--- src/rtl/srl_tap_reader.sv ---
// -----------------------------------------------------------------------------
// srl_tap_reader
//
// Read-side sequencer for a 2^AW x W addressable shift-register delay line.
// While idle it passes upstream samples into the delay line. On a start
// command it freezes the line and walks taps base, base+1, ... base+len
// (modulo 2^AW, toward older samples). Each tap is offered on a valid/ready
// stream, and the final tap of the window is flagged with o_dout_last.
//
// Ports
//   clk          rising-edge clock
//   rst          asynchronous, active-high reset
//   i_din        upstream sample
//   i_din_stb    upstream sample present (held until accepted)
//   o_din_rdy    sample accepted when i_din_stb & o_din_rdy
//   o_sr_d       delay line d (combinational copy of i_din)
//   o_sr_ce      delay line ce (i_din_stb & o_din_rdy)
//   o_sr_a       delay line tap address (registered)
//   i_sr_y       delay line tap output (combinational in o_sr_a)
//   i_start      burst request, sampled only in IDLE
//   i_base       first tap address (0 = newest sample)
//   i_len        tap count minus one
//   o_dout       tap sample
//   o_dout_vld   o_dout valid
//   i_dout_rdy   downstream accepts
//   o_dout_last  o_dout is the final tap of the burst
//   o_busy       burst in progress
// -----------------------------------------------------------------------------
module srl_tap_reader #(
    parameter int AW = 7,
    parameter int W  = 8
) (
    input  logic          clk,
    input  logic          rst,
    input  logic [W-1:0]  i_din,
    input  logic          i_din_stb,
    output logic          o_din_rdy,
    output logic [W-1:0]  o_sr_d,
    output logic          o_sr_ce,
    output logic [AW-1:0] o_sr_a,
    input  logic [W-1:0]  i_sr_y,
    input  logic          i_start,
    input  logic [AW-1:0] i_base,
    input  logic [AW-1:0] i_len,
    output logic [W-1:0]  o_dout,
    output logic          o_dout_vld,
    input  logic          i_dout_rdy,
    output logic          o_dout_last,
    output logic          o_busy
);

    typedef enum logic [1:0] {
        S_IDLE,
        S_FETCH,
        S_HOLD
    } state_t;

    state_t        r_state;
    logic [AW-1:0] r_sr_a;
    logic [AW-1:0] r_cnt;
    logic [W-1:0]  r_dout;
    logic          r_dout_vld;
    logic          r_dout_last;

    state_t        w_state;
    logic [AW-1:0] w_sr_a;
    logic [AW-1:0] w_cnt;
    logic [W-1:0]  w_dout;
    logic          w_dout_vld;
    logic          w_dout_last;

    // NOTE: every signal written here takes its current value first, so no
    // path through the case statement can leave a latch behind.
    always_comb begin
        w_state     = r_state;
        w_sr_a      = r_sr_a;
        w_cnt       = r_cnt;
        w_dout      = r_dout;
        w_dout_vld  = r_dout_vld;
        w_dout_last = r_dout_last;

        case (r_state)
            S_IDLE: begin
                if (i_start) begin
                    w_sr_a  = i_base;
                    w_cnt   = i_len;
                    w_state = S_FETCH;
                end
            end
            // The address was set on entry here, so i_sr_y has had a full
            // cycle to settle before it is captured.
            S_FETCH: begin
                w_dout      = i_sr_y;
                w_dout_vld  = 1'b1;
                w_dout_last = (r_cnt == '0);
                w_state     = S_HOLD;
            end
            S_HOLD: begin
                if (i_dout_rdy) begin
                    w_dout_vld = 1'b0;
                    if (r_dout_last) begin
                        w_dout_last = 1'b0;
                        w_state     = S_IDLE;
                    end else begin
                        // Natural AW-bit wrap gives the modulo-2^AW walk.
                        w_sr_a  = r_sr_a + AW'(1);
                        w_cnt   = r_cnt - AW'(1);
                        w_state = S_FETCH;
                    end
                end
            end
            default: w_state = S_IDLE;
        endcase
    end

    // NOTE: sequential state uses non-blocking assignments so every register
    // samples the pre-edge values, independent of statement order.
    always_ff @(posedge clk or posedge rst) begin
        if (rst) begin
            r_state     <= S_IDLE;
            r_sr_a      <= '0;
            r_cnt       <= '0;
            r_dout      <= '0;
            r_dout_vld  <= 1'b0;
            r_dout_last <= 1'b0;
        end else begin
            r_state     <= w_state;
            r_sr_a      <= w_sr_a;
            r_cnt       <= w_cnt;
            r_dout      <= w_dout;
            r_dout_vld  <= w_dout_vld;
            r_dout_last <= w_dout_last;
        end
    end

    // The delay line is frozen for the whole burst; upstream simply waits.
    assign o_din_rdy   = (r_state == S_IDLE);
    assign o_sr_ce     = i_din_stb & o_din_rdy;
    assign o_sr_d      = i_din;
    assign o_sr_a      = r_sr_a;
    assign o_dout      = r_dout;
    assign o_dout_vld  = r_dout_vld;
    assign o_dout_last = r_dout_last;
    assign o_busy      = (r_state != S_IDLE);

endmodule

--- config.mk ---
export PLATFORM = sky130hd
export DESIGN_NAME = srl_tap_reader
export DESIGN_NICKNAME = d
export VERILOG_FILES = /design/src/rtl/srl_tap_reader.sv
export SDC_FILE = /design/constraint.sdc
export NUM_CORES = 1
export LEC_CHECK = 0
export ABC_AREA = 1
export CORE_MARGIN = 2
export CORE_UTILIZATION = 30
export DETAILED_ROUTE_END_ITERATION = 6
export GPL_TIMING_DRIVEN = 1
export PLACE_DENSITY_LB_ADDON = 0.15
export SLEW_MARGIN = 15
export SYNTH_ARGS = -nofsm -noshare
export SYNTH_HDL_FRONTEND = slang
export SYNTH_SLANG_ARGS = --single-unit
--- constraint.sdc ---
create_clock -name clk -period 1.3 [get_ports clk]
set_clock_uncertainty 0.15 [all_clocks]
set_input_delay 0.13 -clock clk [delete_from_list [all_inputs] [get_ports clk]]
set_output_delay 0.13 -clock clk [all_outputs]
set_load 0.01 [all_outputs]
==> results.toml, run 1 <==
[power_and_ir_drop]
p_sw_w = 0.00248
cellInternalPower_w = 0.00358
switching_fraction_pct = 41.0
total_leakage_power_nw = 1.28
share_clk_of_total_power_pct = 8.7
power.density_nw_per_um2 = 2360
pwr-share-seq_pct = 23.9
worst_ir_drop_vdd_v = 0.00112
pwr-share-comb_pct = 67.4

[cts]
cts_made_buffers = 3
root_buffer = "clkbuf_8"
clock-sinks = 26
ctsHtreeMaxLevel = 1
cts.reportedPaths.clkPinSlew_ns = 0.09
cts_tree = "yes"
clockBufferDepth = 2
clk-insertion-delay-late_ns = 0.27

[route]
totalWireLength_um = 4010
dr.pass1.iters = 4
route.detailed.drc = 0
vias = 1564
post_drt_via_cell_ratio = 4.28
drt_first_iter_violations = 56
wire_per_inst_um = 11.0
ant_nets = 0

[cells_and_area]
drive_above_1_share_pct = 31.9
fillCellCount = 480
nets = 334
utilization_pct = 51.0
synthToLayoutAreaGrowth_pct = 65.2
num_antenna_cells = 0

[sta]
fmax_mhz = 681
final_max_slew_viol_count = 0
hold_viol_final = 0
min_period_ns = 1.47
slew_headroom_pct = 86.5
timing_worst_slew_pin_value_ns = 0.200
final_cycle_share_pct = 113
setup_slack_ns = -0.169
grt_setup_unrepaired = "true"
setup_viol = 27

[logic_synthesis]
postSynthNetCount = 251
yosys_warnings = 0
syn_area_per_cell_um2 = 7.30
mappedNetlistArea_um2 = 1560
synthDistinctLibCells = 23
postSynthRegisterBits = 26
syn_inst = 213
seq_total_area_yosys_pct = 41.8

[floorplan]
start_util_pct = 30.8
dieArea_um2 = 5780
fp.coreArea_um2 = 5040
die_w_um = 76
height_of_the_die_um = 76
placement_rows = 26
ioPinCount = 63

[global_route]
globalRouteTotalUtil_pct = 14.1
grt_first_pass_wirelength_um = 6730
first_global_vias = 1559
grt_max_degree = 27
antenna_found_initial = 0
overflow = 0

[setup_path]
critPathKind = "reg -> reg"
worst-path-max-fanout = 13
worst_path_largest_cell_delay_ns = 0.41
required_ns = 1.36
category_of_the_worst_setup_path_capture_point = "register"
worst_path_dominant_cell_family = "simple AND/OR/NAND/NOR gates"
crit_path_frequent_cell = "buf_6"
arrival_ns = 1.53
cp_num_buf_inv = 3
timing.critical_path.cells = "buf_6 -> nor2_4 -> buf_6 -> nand3_4 -> nand2_8 -> buf_12 -> o211ai_4 -> nand2_1"
slowest_stage = "dfrtp_1"
timing.critical_path.from_type = "register"

[placed_design]
placement.setup.worst_slack_ns = -0.230
hpwl_after_detailed_placement_um = 2910
io_buffer_count = 46
gp_routability_congestion = 0.848

[job]
max-cap-violations = 0

[worst_hold_path]
class_of_the_worst_hold_path = "in -> async"

[outcome]
failed_checks = "negative setup slack"
run_status = "complete, but fails checks"
[cell usage after synthesis (all sizes together)]
master / n / area [µm²]
a21oi: 3 / 15.0
o21ai: 12 / 60.1
buf: 13 / 101
xor2: 1 / 8.76
nand2: 83 / 319
clkbuf: 1 / 13.8
nand4: 3 / 18.8
nand3b: 1 / 7.51
or2: 2 / 12.5
nor2: 22 / 87.6
o211ai: 1 / 21.3
nand3: 19 / 113
inv: 22 / 82.6
o22ai: 1 / 6.26
ha: 3 / 37.5
dfrtp: 26 / 651
[area by class of cell]
class	count	area, µm²	share of cell area [%]
inverter	22	82.6	3.21
multi-input combinational	151	827	32.2
timing repair buffer	92	865	33.6
sequential	26	653	25.4
tap	70	87.6	3.41
clock buffer	4	55.1	2.14
[metal layers]
layer  vias to the layer above  global-route usage, %  share of wire [%]
met4                         0                   3.82               0.85
met3                         2                   2.25                4.1
met2                        34                   25.1                 50
met5                         -                      0                  0
li1                        820                      -                  -
met1                       708                   17.7                 45
[worst register-to-register path: cells and delay by family, from the launching register on]
kind / cells / cell delay, ns
simple gates: 4 / 0.43
flops: 1 / 0.41
buf+inv: 3 / 0.38
compound gates: 1 / 0.05
[path summary, 6_finish.rpt]
check,start,endpoint,slack (ns),depth (start not counted)
max in group asynchronous,rst,o_sr_a[0]$_DFFE_PP0P_,0.80,3
min reg2reg,o_dout[7]$_DFFE_PP0P_,o_dout[7]$_DFFE_PP0P_,0.32,2
min in group clk,i_din[6],o_sr_d[6],0.11,0
max,r_state[0]$_DFFE_PP0P_,o_sr_a[1]$_DFFE_PP0P_,-0.17,8
max reg2reg,r_state[0]$_DFFE_PP0P_,o_sr_a[1]$_DFFE_PP0P_,-0.17,8
min,rst,o_dout[1]$_DFFE_PP0P_,0.03,3
[logic make-up (layout without fill, tap and decap cells)]
| family | Yosys count | count (layout) | share of synthesized area (%) |
|---|---|---|---|
| adder cells (fa/ha/maj) | 3 | 3 | 2.41 |
| AO/OA/AOI/OAI | 17 | 17 | 6.60 |
| XOR/XNOR | 1 | 1 | 0.563 |
| buffers and inverters | 36 | 118 | 12.7 |
| flip-flops | 26 | 26 | 41.8 |
| AND/OR/NAND/NOR | 130 | 130 | 35.9 |
[stage by stage]
step	cells	cell area (µm²)	hold WS (ns)	total power (W)	TNS [ns]
global route	365	2570	0.0679	0.00662	-4.67
detailed placement	348	2270	0.110	0.00486	-3.63
finish	365	2570	0.0301	0.00606	-2.65
global placement	348	2270	0.110	0.00483	-3.35
CTS	361	2460	0.0282	0.00573	-2.10
floorplan	213	1570	0.0199	0.00326	-0.381
[power by group through the flow]
stage	Combinational, W	Clock, W	Sequential [W]
floorplan	0.00163	0	0.00163
global placement	0.00336	0	0.00147
detailed placement	0.00339	0	0.00148
CTS	0.00375	0.000556	0.00143
global route	0.00454	0.000580	0.00150
finish	0.00408	0.000530	0.00145
[placed cells by master (no fill, tap or decap), types with 2 or more instances in the layout]
master,count
clkbuf_8,4
dfrtp_1,24
clkdlybuf4s50_1,26
inv_2,4
a21oi_1,2
buf_6,13
dfrtp_2,2
nand3_1,15
nor2_2,4
nand2_2,13
o21ai_0,6
nor2_1,16
buf_4,30
buf_12,3
inv_1,18
buf_8,2
ha_1,2
nand2_4,3
nand4_1,3
nor2_4,2
dlygate4sd2_1,14
o21ai_1,6
nand3_2,2
nand3_4,2
nand2_1,66
buf_2,4
[flip-flops by register name (all words and copies together), names as in the netlist]
name,flops
o_dout,8
o_sr_a,7
r_cnt,7
r_state,2
o_dout_last,1
o_dout_vld,1
[timing repair]
item | 4_1_cts | 5_1_grt
gates cloned | 0 | 0
endpoints found under the hold margin | 0 | 0
endpoints found under the setup margin | 46 | 29
gates resized for setup | 66 | 26
setup buffers | 9 | 4
hold buffers | 0 | 0
pin swaps | 6 | 5
(Power assumes the default switching activity.)
==> run 2: changes to the inputs <==
- CTS_BUF_LIST: not set -> sky130_fd_sc_hd__clkbuf_8 sky130_fd_sc_hd__clkbuf_16
==> results of run 2 <==
Same layout as run 1: the final DEF is identical, and so are final timing and power.
